## src/rtl/cmim_meas_ctrl.sv

```systemverilog
// Measurement sequencer for two MIM-capacitor test channels: precharge, constant-current
// charge timed until the comparator trips, then discharge, with a held result handshake.
module cmim_meas_ctrl #(
  parameter int CNT_W       = 16,
  parameter int PRE_CYC     = 8,
  parameter int DIS_CYC     = 16,
  parameter int TIMEOUT_CYC = 65535
) (
  input  logic             clk,
  input  logic             rst_n,
  input  logic [1:0]       start_i,
  input  logic [1:0]       cmp_i,
  output logic [1:0]       pre_sw_o,
  output logic [1:0]       isrc_en_o,
  output logic [1:0]       dis_sw_o,
  output logic             busy_o,
  output logic             res_valid_o,
  input  logic             res_ready_i,
  output logic [CNT_W-1:0] res_data_o,
  output logic             res_chan_o,
  output logic             res_timeout_o
);

  localparam longint unsigned CNT_MAX = (64'd1 << CNT_W) - 64'd1;
  localparam int TMR_MAX = (PRE_CYC > DIS_CYC) ? PRE_CYC : DIS_CYC;
  localparam int TMR_W   = $clog2(TMR_MAX + 1);

  if (longint'(TIMEOUT_CYC) > longint'(CNT_MAX) || TIMEOUT_CYC < 1 ||
      PRE_CYC < 1 || DIS_CYC < 1) begin : g_param_check
    $error("cmim_meas_ctrl: TIMEOUT_CYC must fit in CNT_W bits and PRE_CYC/DIS_CYC must be >= 1");
  end

  typedef enum logic [2:0] {
    IDLE = 3'd0,
    PRE  = 3'd1,
    GAP  = 3'd2,
    CHG  = 3'd3,
    GAP2 = 3'd4,
    DIS  = 3'd5,
    RPT  = 3'd6
  } state_t;

  state_t             state_q, state_d;
  logic [1:0]         pend_q, pend_d;
  logic [1:0]         cmp_m, cmp_s;
  logic               prio_q;
  logic               chan_q, chan_d;
  logic               grant, gnt;
  logic [TMR_W-1:0]   tmr_q;
  logic [CNT_W-1:0]   cnt_q;
  logic               chg_done;
  logic [1:0]         chan_oh;
  logic [1:0]         pre_d, isrc_d, dis_d;
  logic               busy_d, valid_d;

  // Round robin: with both channels pending, the one not served last wins.
  assign grant    = (state_q == IDLE) && (pend_q != 2'b00);
  assign gnt      = (pend_q == 2'b11) ? prio_q : pend_q[1];
  assign chan_d   = grant ? gnt : chan_q;
  assign chg_done = (state_q == CHG) && (state_d == GAP2);

  always_ff @(posedge clk or negedge rst_n) begin
    if (!rst_n) begin
      state_q <= IDLE;
    end else begin
      state_q <= state_d;
    end
  end

  always_comb begin
    state_d = state_q;
    case (state_q)
      IDLE: if (grant) state_d = PRE;
      PRE:  if (tmr_q == TMR_W'(PRE_CYC - 1)) state_d = GAP;
      GAP:  state_d = CHG;
      CHG:  if (cmp_s[chan_q] || (cnt_q == CNT_W'(TIMEOUT_CYC))) state_d = GAP2;
      GAP2: state_d = DIS;
      DIS:  if (tmr_q == TMR_W'(DIS_CYC - 1)) state_d = RPT;
      RPT:  if (res_ready_i) state_d = IDLE;
      default: state_d = IDLE;
    endcase
  end

  // Outputs decode the next state so they are registered yet align with the state they belong to.
  always_comb begin
    chan_oh = chan_d ? 2'b10 : 2'b01;
    pre_d   = 2'b00;
    isrc_d  = 2'b00;
    dis_d   = 2'b00;
    case (state_d)
      PRE:     pre_d  = chan_oh;
      CHG:     isrc_d = chan_oh;
      DIS:     dis_d  = chan_oh;
      default: ;
    endcase
    busy_d  = (state_d != IDLE);
    valid_d = (state_d == RPT);
  end

  always_ff @(posedge clk or negedge rst_n) begin
    if (!rst_n) begin
      pre_sw_o    <= 2'b00;
      isrc_en_o   <= 2'b00;
      dis_sw_o    <= 2'b00;
      busy_o      <= 1'b0;
      res_valid_o <= 1'b0;
    end else begin
      pre_sw_o    <= pre_d;
      isrc_en_o   <= isrc_d;
      dis_sw_o    <= dis_d;
      busy_o      <= busy_d;
      res_valid_o <= valid_d;
    end
  end

  // A start coinciding with its own grant is absorbed by that grant.
  always_comb begin
    pend_d = pend_q | start_i;
    if (grant) pend_d[gnt] = 1'b0;
  end

  always_ff @(posedge clk or negedge rst_n) begin
    if (!rst_n) begin
      cmp_m  <= 2'b00;
      cmp_s  <= 2'b00;
      pend_q <= 2'b00;
      prio_q <= 1'b0;
      chan_q <= 1'b0;
    end else begin
      cmp_m  <= cmp_i;
      cmp_s  <= cmp_m;
      pend_q <= pend_d;
      chan_q <= chan_d;
      if (grant) prio_q <= ~gnt;
    end
  end

  always_ff @(posedge clk or negedge rst_n) begin
    if (!rst_n) begin
      tmr_q <= '0;
    end else if ((state_d == state_q) && ((state_q == PRE) || (state_q == DIS))) begin
      tmr_q <= tmr_q + TMR_W'(1);
    end else begin
      tmr_q <= '0;
    end
  end

  // The count starts at zero on the first charge cycle, so a comparator already high reads 0.
  always_ff @(posedge clk or negedge rst_n) begin
    if (!rst_n) begin
      cnt_q         <= '0;
      res_data_o    <= '0;
      res_chan_o    <= 1'b0;
      res_timeout_o <= 1'b0;
    end else begin
      if (state_q == GAP) begin
        cnt_q <= '0;
      end else if ((state_q == CHG) && !chg_done) begin
        cnt_q <= cnt_q + CNT_W'(1);
      end
      if (chg_done) begin
        res_data_o    <= cnt_q;
        res_chan_o    <= chan_q;
        res_timeout_o <= ~cmp_s[chan_q];
      end
    end
  end

  a_switch_excl: assert property (@(posedge clk) disable iff (!rst_n)
    $onehot0({pre_sw_o, isrc_en_o, dis_sw_o}));

  a_result_hold: assert property (@(posedge clk) disable iff (!rst_n)
    (res_valid_o && !res_ready_i) |=> ($stable(res_data_o) && $stable(res_chan_o) &&
                                       $stable(res_timeout_o) && res_valid_o));

endmodule

```

## config.mk

```make
export PLATFORM = sky130hd
export DESIGN_NAME = cmim_meas_ctrl
export DESIGN_NICKNAME = d
export VERILOG_FILES = /design/src/rtl/cmim_meas_ctrl.sv
export SDC_FILE = /design/constraint.sdc
export NUM_CORES = 1
export LEC_CHECK = 0
export CORE_UTILIZATION = 49
export DETAILED_ROUTE_END_ITERATION = 10
export PLACE_DENSITY = 0.75
export SLEW_MARGIN = 20
export SYNTH_ARGS = -nofsm -noshare
export SYNTH_HDL_FRONTEND = slang
export SYNTH_SLANG_ARGS = --single-unit
```

## constraint.sdc

```tcl
create_clock -name clk -period 1.9 [get_ports clk]
set_input_delay 0.285 -clock clk [delete_from_list [all_inputs] [get_ports clk]]
set_output_delay 0.285 -clock clk [all_outputs]
set_load 0.1 [all_outputs]
```

; Word level (Yosys, flattened, before mapping)
; Index checks and enable logic that the tools add are counted.
[classes]
magnitude_cmp = 3
shifts = 0
bitwise_logic = 5
mul = 0
n_addsub = 2
eq_ne = 16
n_mux = 20
n_reduce_logical = 12
n_div = 0
[op_table]
columns = cell, n
row1 = 16-bit two-way mux, 2
row2 = 3-bit one-hot mux with 7 select lines, 1
row3 = 3-bit equality test (second input constant), 6
row4 = 16-bit by 1-bit adder with 16-bit output (second input constant), 1
row5 = 16-bit equality test (second input constant), 1
row6 = 3-bit two-way mux, 5
row7 = 2-bit two-way mux, 5
row8 = 3-bit by 2-bit equality test with 1-bit output (second input constant), 3
row9 = 3-bit by 1-bit equality test with 1-bit output (second input constant), 2
row10 = 5-bit by 1-bit adder with 5-bit output (second input constant), 1
row11 = 5-bit by 3-bit equality test with 1-bit output (second input constant), 1
row12 = 5-bit by 4-bit equality test with 1-bit output (second input constant), 1
row13 = 1-bit logical AND, 5
row14 = 1-bit two-way mux, 5
row15 = 5-bit two-way mux, 1
row16 = 1-bit by 2-bit less-than comparator with 1-bit output (second input constant), 2
row17 = 2-bit nonzero test, 2
row18 = 3-bit equality test, 1
row19 = 3-bit logical NOT, 1
row20 = 3-bit nonzero test, 1
row21 = 2-bit bitwise AND, 1
row22 = 2-bit equality test (second input constant), 1
row23 = 1-bit logical OR, 2
row24 = 1-bit inverter, 2
row25 = other kinds (5), 5
[totals]
romBits = 0
ramBits = 0
out_inout_bits = 26
elab_cells = 74
latch_bits = 0
ff_bits = 58
memories = 0
input_bits = 7

; Depth between registers and ports, before layout
; Gate-level depths: netlist (run 1).
[depth]
depth_word = 11
depth_mapped = 7
depth_no_buf = 6

; Worst setup path after synthesis (run 1)
; No wires, ideal clock.
[synth_timing]
kind = reg2reg
startpoint = register cnt_q[0]
endpoint = register res_data_o[10]
setup_ns = 0.125
setup_slack_ns = -0.051
stages_incl_launch_ff = 7
path_buffers = 1
arrival_ns = 1.825
synth_period_minus_slack_ns = 1.951
path_cell_list = dfrtp_1 -> ha_1 -> nand3_1 -> nor4_4 -> o21ai_2 -> buf_6 -> mux2_4
[synth_between]
elab_chain_cells = 6
[synth_lines]
columns = element, line
row1 = start: declaration, 50  ; logic [CNT_W-1:0] cnt_q;
row2 = start signal: assignment, 159  ; cnt_q <= cnt_q + CNT_W'(1);
row3 = 16-bit equality test, 76  ; CHG: if (cmp_s[chan_q] || (cnt_q == CNT_W'(TIMEOUT_CYC))) state_d = GAP2;
row4 = 1-bit logical OR, 76
row5 = 3-bit two-way mux, 76
row6 = 3-bit one-hot mux with 7 select lines, 72  ; case (state_q)
row7 = 3-bit equality test, 60  ; assign chg_done = (state_q == CHG) && (state_d == GAP2);
row8 = 1-bit logical AND, 60
row9 = end signal: assignment, 162  ; res_data_o <= cnt_q;
row10 = end: declaration, 19  ; output logic [CNT_W-1:0] res_data_o,
; Every way passes these cells.
; A chain may end at the register's enable or synchronous reset.

; Final worst setup path (run 1)
[layout_timing]
startpoint = register cnt_q[0]
endpoint = register cnt_q[10]
[layout_between]
elab_chain_cells = 9
[layout_lines]
columns = element, line
row1 = 16-bit equality test, 76
row2 = 1-bit logical OR, 76
row3 = 3-bit two-way mux, 76
row4 = 3-bit one-hot mux with 7 select lines, 72
row5 = 3-bit equality test, 60
row6 = 1-bit logical AND, 60
row7 = 1-bit logical NOT, 158  ; end else if ((state_q == CHG) && !chg_done) begin
row8 = 1-bit logical AND, 158
row9 = 2-bit nonzero test (no line), --
; Parallel ways exist; a longest one is shown, timed or not. The select of a mux whose other input is x is not followed.

==> results of run 1 <==
-- synth_stat cells, types with 2 or more instances --
library cell | instances | area share, %
sky130_fd_sc_hd__and4b_1 | 2 | 0.76
sky130_fd_sc_hd__buf_6 | 2 | 0.85
sky130_fd_sc_hd__nor4_1 | 2 | 0.47
sky130_fd_sc_hd__nand3_1 | 8 | 1.5
sky130_fd_sc_hd__or4_1 | 7 | 2.0
sky130_fd_sc_hd__a31oi_1 | 2 | 0.47
sky130_fd_sc_hd__nor2b_1 | 3 | 0.71
sky130_fd_sc_hd__mux2i_1 | 4 | 1.5
sky130_fd_sc_hd__o21ai_0 | 5 | 0.95
sky130_fd_sc_hd__nand2b_1 | 4 | 0.95
sky130_fd_sc_hd__nand4_1 | 4 | 0.95
sky130_fd_sc_hd__o21a_1 | 2 | 0.57
sky130_fd_sc_hd__nor3_1 | 7 | 1.3
sky130_fd_sc_hd__buf_2 | 2 | 0.38
sky130_fd_sc_hd__inv_1 | 6 | 0.85
sky130_fd_sc_hd__dfrtp_1 | 58 | 55
sky130_fd_sc_hd__ha_1 | 3 | 1.4
sky130_fd_sc_hd__and4_1 | 3 | 0.99
sky130_fd_sc_hd__o31ai_1 | 12 | 3.4
sky130_fd_sc_hd__a211oi_1 | 2 | 0.57
sky130_fd_sc_hd__o2111ai_1 | 2 | 0.66
sky130_fd_sc_hd__and3_1 | 5 | 1.2
sky130_fd_sc_hd__clkbuf_1 | 4 | 0.57
sky130_fd_sc_hd__nand2_1 | 12 | 1.7
sky130_fd_sc_hd__mux2_2 | 4 | 1.7
sky130_fd_sc_hd__or3_1 | 3 | 0.71
sky130_fd_sc_hd__mux2_4 | 15 | 8.5
sky130_fd_sc_hd__a21oi_1 | 18 | 3.4
sky130_fd_sc_hd__o311ai_0 | 3 | 0.99
sky130_fd_sc_hd__nor2_1 | 8 | 1.1
-- through the flow --
stage               utilization, %  cells
global route                 65.70    359
detailed placement           61.25    342
CTS                          65.00    359
global placement             61.25    342
finish                       65.70    359
floorplan                        -    223
-- power breakdown --
| group | switching, mW | internal (mW) |
|---|---|---|
| clock | 0.457 | 0.577 |
| sequential | 0.116 | 1.43 |
| combinational | 0.942 | 0.452 |
-- routing by layer --
| metal | vias to the layer above | share of wire [%] | GRT usage (%) | wire (um) |
|---|---|---|---|---|
| li1 | 967 | - | - | - |
| met1 | 1025 | 49 | 32.55 | 2617 |
| met2 | 45 | 46 | 28.97 | 2430 |
| met3 | 10 | 3.4 | 4.630 | 181 |
| met4 | 0 | 2.0 | 10.91 | 104 |
| met5 | - | 0 | 0 | 0 |
-- worst max-delay path by stage --
stage | start | end | slack, ns | cells past startpoint
6_report | cnt_q[0] | cnt_q[10] | 0.08 | 5
5_1_grt | tmr_q[0] | pre_sw_o[0] | 0.003 | 5
3_3_place_gp | tmr_q[0] | busy_o | 0.03 | 5
2_1_floorplan | cnt_q[0] | cnt_q[10] | 0.03 | 5
3_5_place_dp | tmr_q[0] | pre_sw_o[0] | -0.03 | 5
4_1_cts | cnt_q[0] | cnt_q[10] | 0.007 | 5
-- layout make-up --
class                      instances  area (um2)
clock buffer                      14       172.7
clock inverter                     2       10.01
fill                             416        1763
inverter                           6       22.52
multi-input combinational        151        1156
sequential                        58        1451
tap                               70       87.58
timing repair buffer              58       476.7
-- registers in the layout (all words and copies together) (netlist names), 2 cells and up --
name        cells
cnt_q          16
cmp_m           2
pend_q          2
isrc_en_o       2
pre_sw_o        2
state_q         3
res_data_o     16
tmr_q           5
cmp_s           2
dis_sw_o        2
-- cell families (layout without fill, tap and decap cells) --
kind of cell	after synthesis	after routing	synth area share [%]
and+or+nand+nor	74	74	16.70
DFF	58	58	54.87
buffers and inverters	14	80	2.649
adders and majority gates	3	3	1.419
AOI/OAI and AO/OA	49	49	11.97
muxes	23	23	11.73
xor gates and xnor gates	2	2	0.6624
-- critical path: cells and delay by family (launching register included) --
kind | cells | cell delay [ns]
fa+ha+maj | 1 | 0.20
compound gates | 1 | 0.15
simple gates | 3 | 1.04
flops | 1 | 0.35
-- layout by cell type, fill, tap and decap left out, types with 4 or more instances in the layout --
| master | n |
|---|---|
| sky130_fd_sc_hd__inv_1 | 6 |
| sky130_fd_sc_hd__mux2_4 | 15 |
| sky130_fd_sc_hd__nor2_1 | 8 |
| sky130_fd_sc_hd__nand3_1 | 5 |
| sky130_fd_sc_hd__nor3_1 | 7 |
| sky130_fd_sc_hd__o21ai_0 | 4 |
| sky130_fd_sc_hd__and3_1 | 5 |
| sky130_fd_sc_hd__or4_1 | 7 |
| sky130_fd_sc_hd__a21oi_1 | 18 |
| sky130_fd_sc_hd__nand4_1 | 4 |
| sky130_fd_sc_hd__dfrtp_1 | 58 |
| sky130_fd_sc_hd__mux2_2 | 4 |
| sky130_fd_sc_hd__clkbuf_8 | 12 |
| sky130_fd_sc_hd__o31ai_1 | 12 |
| sky130_fd_sc_hd__buf_4 | 48 |
| sky130_fd_sc_hd__nand2_1 | 11 |
| sky130_fd_sc_hd__clkdlybuf4s50_1 | 5 |
-- what timing repair did --
item	in CTS	in global routing
setup endpoints to repair	3	20
hold buffers	1	0
gates resized for setup	1	9
hold endpoints to repair	58	0
pin swaps	0	1
cloned	0	0
==> results.md, run 1 <==
- Outcome: complete, no violations
- Reg-to-Reg End: cnt_q[10]
- Maxcap violations: 0
- Post-CTS clock slew at the launch and capture registers of the worst setup and hold paths: around 0.07 ns
- Fraction of layout instances using a drive strength above 1: ~33%
- Reg-to-reg setup timing slack: a little under 0.08 ns
- Minimum clock period: between 1.5 and 2 ns
- Worst supply voltage drop on vdd: around 0.91 mV
- CTS tree: done
- Setup repair after global routing missed its margin: false
- Final instance area: roughly 3400 um2
- Hold Slack: ~0.35 ns
- Placed standard-cell area: between 3000 and 4000 um2
- Area Overhead vs Synth: 27.67%
- Routed vias/inst: 5.702
- Starting density of the core: approximately half
- Synth async-reset ratio: 100.0%
- DRT antenna net count: 0
- Worst Setup Start Kind: flip-flop
- Overall track demand over capacity in global routing: 21.52%
- Post-Route Setup TNS: 0 ns
- Category of the most critical setup path: flip-flop to flip-flop
- Worst hold path class: flip-flop to flip-flop
- GRT Residual Overflow: 0
- Mapped Area: 2645 um2
- Setup bufs post-CTS: 0
- Number of vias in the routed layout: just over 2000
- Number of unique standard cell types used by synthesis: just over 40
- Mean instance size in the synthesized netlist: roughly 12 um2
- Worst slew slack as a fraction of its limit: ~75%
- Cell Chain, Critical Path: ha_1, nand3_2, or3_4, or4_1, a21oi_1
- Die ar.: about 5700 um2
- Global-route wire length before repair: between 8000 and 9000 um
- Number of enable-type register cells in the synthesized netlist: 0
- WL final: around 5300 um
- Net count after synthesis: roughly 230
- Start point of the worst min-delay path: cmp_m[0]
- Seq/Total Area, Yosys: between 50% and 60%
- Largest net degree at the start of global routing: just under 60
- Port Buffers: 32
- Cells after synthesis: between 200 and 250
- Initial antenna violation count: 0
- Max FO, Critical Path: 5
- Final hold violation count: 0
- Count of pins on the block boundary: 33
- Crit path capture type: flip-flop
- Standard-cell rows: 26
- Dpl hpwl: between 3000 and 4000 um
- Clock net sink count: between 50 and 60
- Final clock period utilization by the worst path: a little over nine tenths
- Register-to-Register Path Depth: 5
- Worst setup margin: 0.07918 ns
- Leakage Power: between 1.5 and 2 nW
- # H-tree levels: 3
- Yosys reg bits: between 50 and 60
- Number of stages on the worst hold path: 0
- Bufs on Longest Clock Path: 2
- Most frequently used flop master after synthesis: sky130_fd_sc_hd__dfrtp_1
- Critical path arrival: roughly 2.1 ns
- Die boundary width: approximately 75 um
- Delay of the slowest critical-path stage: approximately 0.47 ns
- Final number of max-transition violations: 0
- Data required time of the worst path: ~2.2 ns
- Violation count after the first detailed-route iteration: about 140
- Final total power: 3.977 mW
- Pwr per Cell Area: ~1200 nW/um2
- Height of the die: 75.47 um
- Wirelength per Cell: between 10 and 15 um
- Slew of the pin with the lowest slew margin: about 0.37 ns
- Timing-limited maximum frequency: 549.2 MHz
- Number of buffers added by the clock tree synthesis step: 9
- Clk_skew: about 0.0064 ns
- Post-layout net count: about 290
- Number of iterations in the first detailed-routing pass: 4
- Reg-to-Reg Start: cnt_q[0]
- Residual DRC: 0
- CTS root buffer: sky130_fd_sc_hd__clkbuf_8
- Final setup violation count: 0
- Critical-path cell with the highest stage delay: sky130_fd_sc_hd__or4_1
- Ant diodes: 0
- Final Wtd Congestion: just under 0.8
- Worst setup slack before clock tree synthesis: -0.03320 ns
- Hold Crit Endpoint: cmp_s[0]
- Number of global-route vias before repair: between 1500 and 2000
- Core area: between 5000 and 6000 um2
- Clock latency reported for the late side of the worst-skew pair: between 0.3 and 0.4 ns
- Synth Warn #: 0
(Power assumes the default switching activity.)
==> run 2: changes to the inputs <==
--- a/config.mk
+++ b/config.mk
@@ -7,7 +7,7 @@
 export LEC_CHECK = 0
 export CORE_UTILIZATION = 49
 export DETAILED_ROUTE_END_ITERATION = 10
-export PLACE_DENSITY = 0.75
+export PLACE_DENSITY = 0.78
 export SLEW_MARGIN = 20
 export SYNTH_ARGS = -nofsm -noshare
 export SYNTH_HDL_FRONTEND = slang
==> results.md, run 2 (synthesized netlist as in run 1, its figures left out) <==
- Die ar.: 5696 um2 (unchanged)
- Count of placed standard cells including taps: 349 (was 342)
- Critical-path cell with the highest stage delay: sky130_fd_sc_hd__or4_1 (unchanged)
- Hold Slack: 0.3504 ns (was 0.3527 ns)
- GRT Residual Overflow: 0 (unchanged)
- Critical path arrival: 2.05 ns (was 2.08 ns)
- Most common cell after layout, fill and taps aside: sky130_fd_sc_hd__dfrtp_1 (unchanged)
- Final setup violation count: 0 (unchanged)
- Height of the die: 75.47 um (unchanged)
- Worst hold path class: flip-flop to flip-flop (unchanged)
- Clk_skew: 0.01005 ns (was 0.006437 ns)
- Area Overhead vs Synth: 29.75% (was 27.67%)
- Reg-to-Reg Start: cnt_q[1] (was cnt_q[0])
- Post-CTS clock slew at the launch and capture registers of the worst setup and hold paths: 0.07 ns (about the same)
- Worst setup slack before clock tree synthesis: -0.08581 ns (was -0.03320 ns)
- Minimum clock period: 1.798 ns (was 1.821 ns)
- Leakage Power: 1.639 nW (was 1.602 nW)
- Pwr per Cell Area: 1197 nW/um2 (was 1178 nW/um2)
- Final number of max-transition violations: 0 (unchanged)
- Standard-cell rows: 26 (unchanged)
- Reg-to-reg setup timing slack: 0.10 ns (was 0.08 ns)
- Crit path capture type: flip-flop (unchanged)
- Critical Path Stages: 5 (unchanged)
- Violation count after the first detailed-route iteration: 158 (was 136)
- Crit path buf inv count: 0 (unchanged)
- Data required time of the worst path: 2.15 ns (was 2.16 ns)
- Number of global-route vias before repair: 1979 (was 1837)
- Registers with the most flip-flops: cnt_q x16, res_data_o x16, tmr_q x5 (unchanged)
- Setup bufs post-CTS: 0 (unchanged)
- Fraction of layout instances using a drive strength above 1: 33.56% (was 32.87%)
- Global-route wire length before repair: 9183 um (was 8907 um)
- Delay of the slowest critical-path stage: 0.47 ns (about the same)
- Residual DRC: 0 (unchanged)
- Final total power: 4.109 mW (was 3.977 mW)
- DRT antenna net count: 0 (unchanged)
- Final hold violation count: 0 (unchanged)
- Cell Chain, Critical Path: ha_2, nand3_4, or3_4, or4_1, a21oi_1 (was ha_1, nand3_2, or3_4, or4_1, a21oi_1)
- Largest net degree at the start of global routing: 24 (was 59)
- Worst setup path end: cnt_q[10] (unchanged)
- Worst supply voltage drop on vdd: 1.092 mV (was 0.9150 mV)
- Port Buffers: 32 (unchanged)
- Number of cells in the finished layout apart from fillers: 365 (was 359)
- Clock latency reported for the late side of the worst-skew pair: 0.34 ns (was 0.33 ns)
- Overall track demand over capacity in global routing: 22.06% (was 21.52%)
- # H-tree levels: 3 (unchanged)
- Reg-to-Reg End: cnt_q[10] (unchanged)
- Ant diodes: 0 (unchanged)
- Wirelength per Cell: 15.00 um (was 14.86 um)
- Clock net sink count: 58 (unchanged)
- Post-layout net count: 301 (was 294)
- Proportion of power drawn by combinational gates: 33.7% (was 35.1%)
- Starting density of the core: 51.46% (unchanged)
- Switching power summed over all nets: 1.526 mW (was 1.515 mW)
- Die boundary width: 75.47 um (unchanged)
- Category of the most critical setup path: flip-flop to flip-flop (unchanged)
- Max FO, Critical Path: 5 (unchanged)
- Internal portion of total power: 2.584 mW (was 2.461 mW)
- Outcome: complete, no violations (unchanged)
- Timing-limited maximum frequency: 556.1 MHz (was 549.2 MHz)
- Register-to-Register Path Depth: 5 (unchanged)
- Dpl hpwl: 3887 um (was 3612 um)
- Bufs on Longest Clock Path: 2 (unchanged)
- Maxcap violations: 0 (unchanged)
- Switching Share: 37.13% (was 38.11%)
- CTS root buffer: sky130_fd_sc_hd__clkbuf_8 (unchanged)
- Core area: 5140 um2 (unchanged)
- Setup crit start: cnt_q[1] (was cnt_q[0])
- CTS tree: done (unchanged)
- Count of pins on the block boundary: 33 (unchanged)
- Slew of the pin with the lowest slew margin: 0.4813 ns (was 0.3718 ns)
- Highest-count cells in the layout ignoring fill and taps: 58 x sky130_fd_sc_hd__dfrtp_1, 57 x sky130_fd_sc_hd__buf_4, 18 x sky130_fd_sc_hd__a21oi_1, 15 x sky130_fd_sc_hd__mux2_4 (was 58 x sky130_fd_sc_hd__dfrtp_1, 48 x sky130_fd_sc_hd__buf_4, 18 x sky130_fd_sc_hd__a21oi_1, 15 x sky130_fd_sc_hd__mux2_4)
- Clock Power Share: 28.6% (was 26.0%)
- Final clock period utilization by the worst path: 94.65% (was 95.83%)
- Reg power frac: 37.8% (was 38.9%)
- Initial antenna violation count: 0 (unchanged)
- Number of buffers added by the clock tree synthesis step: 9 (unchanged)
- Setup repair after global routing missed its margin: true (was false)
- Final Wtd Congestion: 0.8527 (was 0.7863)
- Worst Setup Start Kind: flip-flop (unchanged)
- WL final: 5474 um (was 5333 um)
- Worst slew slack as a fraction of its limit: 67.91% (was 74.87%)
- Worst setup margin: 0.1016 ns (was 0.07918 ns)
- Number of vias in the routed layout: 2040 (was 2047)
- Number of iterations in the first detailed-routing pass: 4 (unchanged)
- Routed vias/inst: 5.589 (was 5.702)
- Gate family responsible for the most delay along the worst path: simple AND/OR/NAND/NOR gates (unchanged)
## run 2: cell count changes in the layout (fill, tap and decap cells not counted), sizes merged
cell    previous run  this run
bufinv             0         1
clkbuf            14        13
clkinv             2         1
buf               52        59
## run 2: area by class of cell
| cell class | instances | area, um2 |
|---|---|---|
| tap | 70 | 87.58 |
| clock buffer | 13 | 168.9 |
| inverter | 6 | 22.52 |
| fill | 409 | 1708 |
| multi-input combinational | 151 | 1154 |
| timing repair buffer | 65 | 513.0 |
| sequential | 58 | 1451 |
| clock inverter | 2 | 35.03 |
## run 2: worst min-delay path by stage
stage / cells past startpoint / to / slack (ns) / from
CTS: 0 / cmp_s[1] / 0.35 / cmp_m[1]
global route: 0 / cmp_s[1] / 0.36 / cmp_m[1]
finish: 0 / cmp_s[1] / 0.35 / cmp_m[1]
floorplan: 0 / busy_o / -0.01 / rst_n
global placement: 1 / chan_q / 0.27 / rst_n
detailed placement: 1 / chan_q / 0.27 / rst_n
## run 2: power groups by stage
| stage | logic [mW] | clock network [mW] | registers (mW) |
|---|---|---|---|
| 6_report | 1.38 | 1.17 | 1.55 |
| 3_5_place_dp | 1.37 | 0 | 1.57 |
| 4_1_cts | 1.38 | 1.18 | 1.55 |
| 5_1_grt | 1.49 | 1.23 | 1.58 |
| 2_1_floorplan | 0.502 | 0 | 2.04 |
| 3_3_place_gp | 1.34 | 0 | 1.56 |
## run 2: through the flow
stage	TNS [ns]	utilization, %	cell area [um2]
5_1_grt	-0.008090	66.77	3432
3_3_place_gp	0	62.03	3188
3_5_place_dp	-0.2462	62.03	3188
2_1_floorplan	0	-	2645
6_report	0	66.77	3432
4_1_cts	0	66.29	3407
## run 2: repair_timing
item / 4_1_cts / 5_1_grt
hold endpoints to repair: 19 / 0
endpoints found under the setup margin: 4 / 7
hold buffers: 1 / 0
resized for setup: 2 / 6
## run 2: layer usage
| metal | vias up | global-route usage (%) | wire length [um] |
|---|---|---|---|
| met4 | 0 | 7.613 | 44 |
| met3 | 5 | 5.556 | 321 |
| met1 | 996 | 30.76 | 2558 |
| met2 | 60 | 33.83 | 2550 |
| met5 | - | 0 | 0 |
| li1 | 979 | - | - |
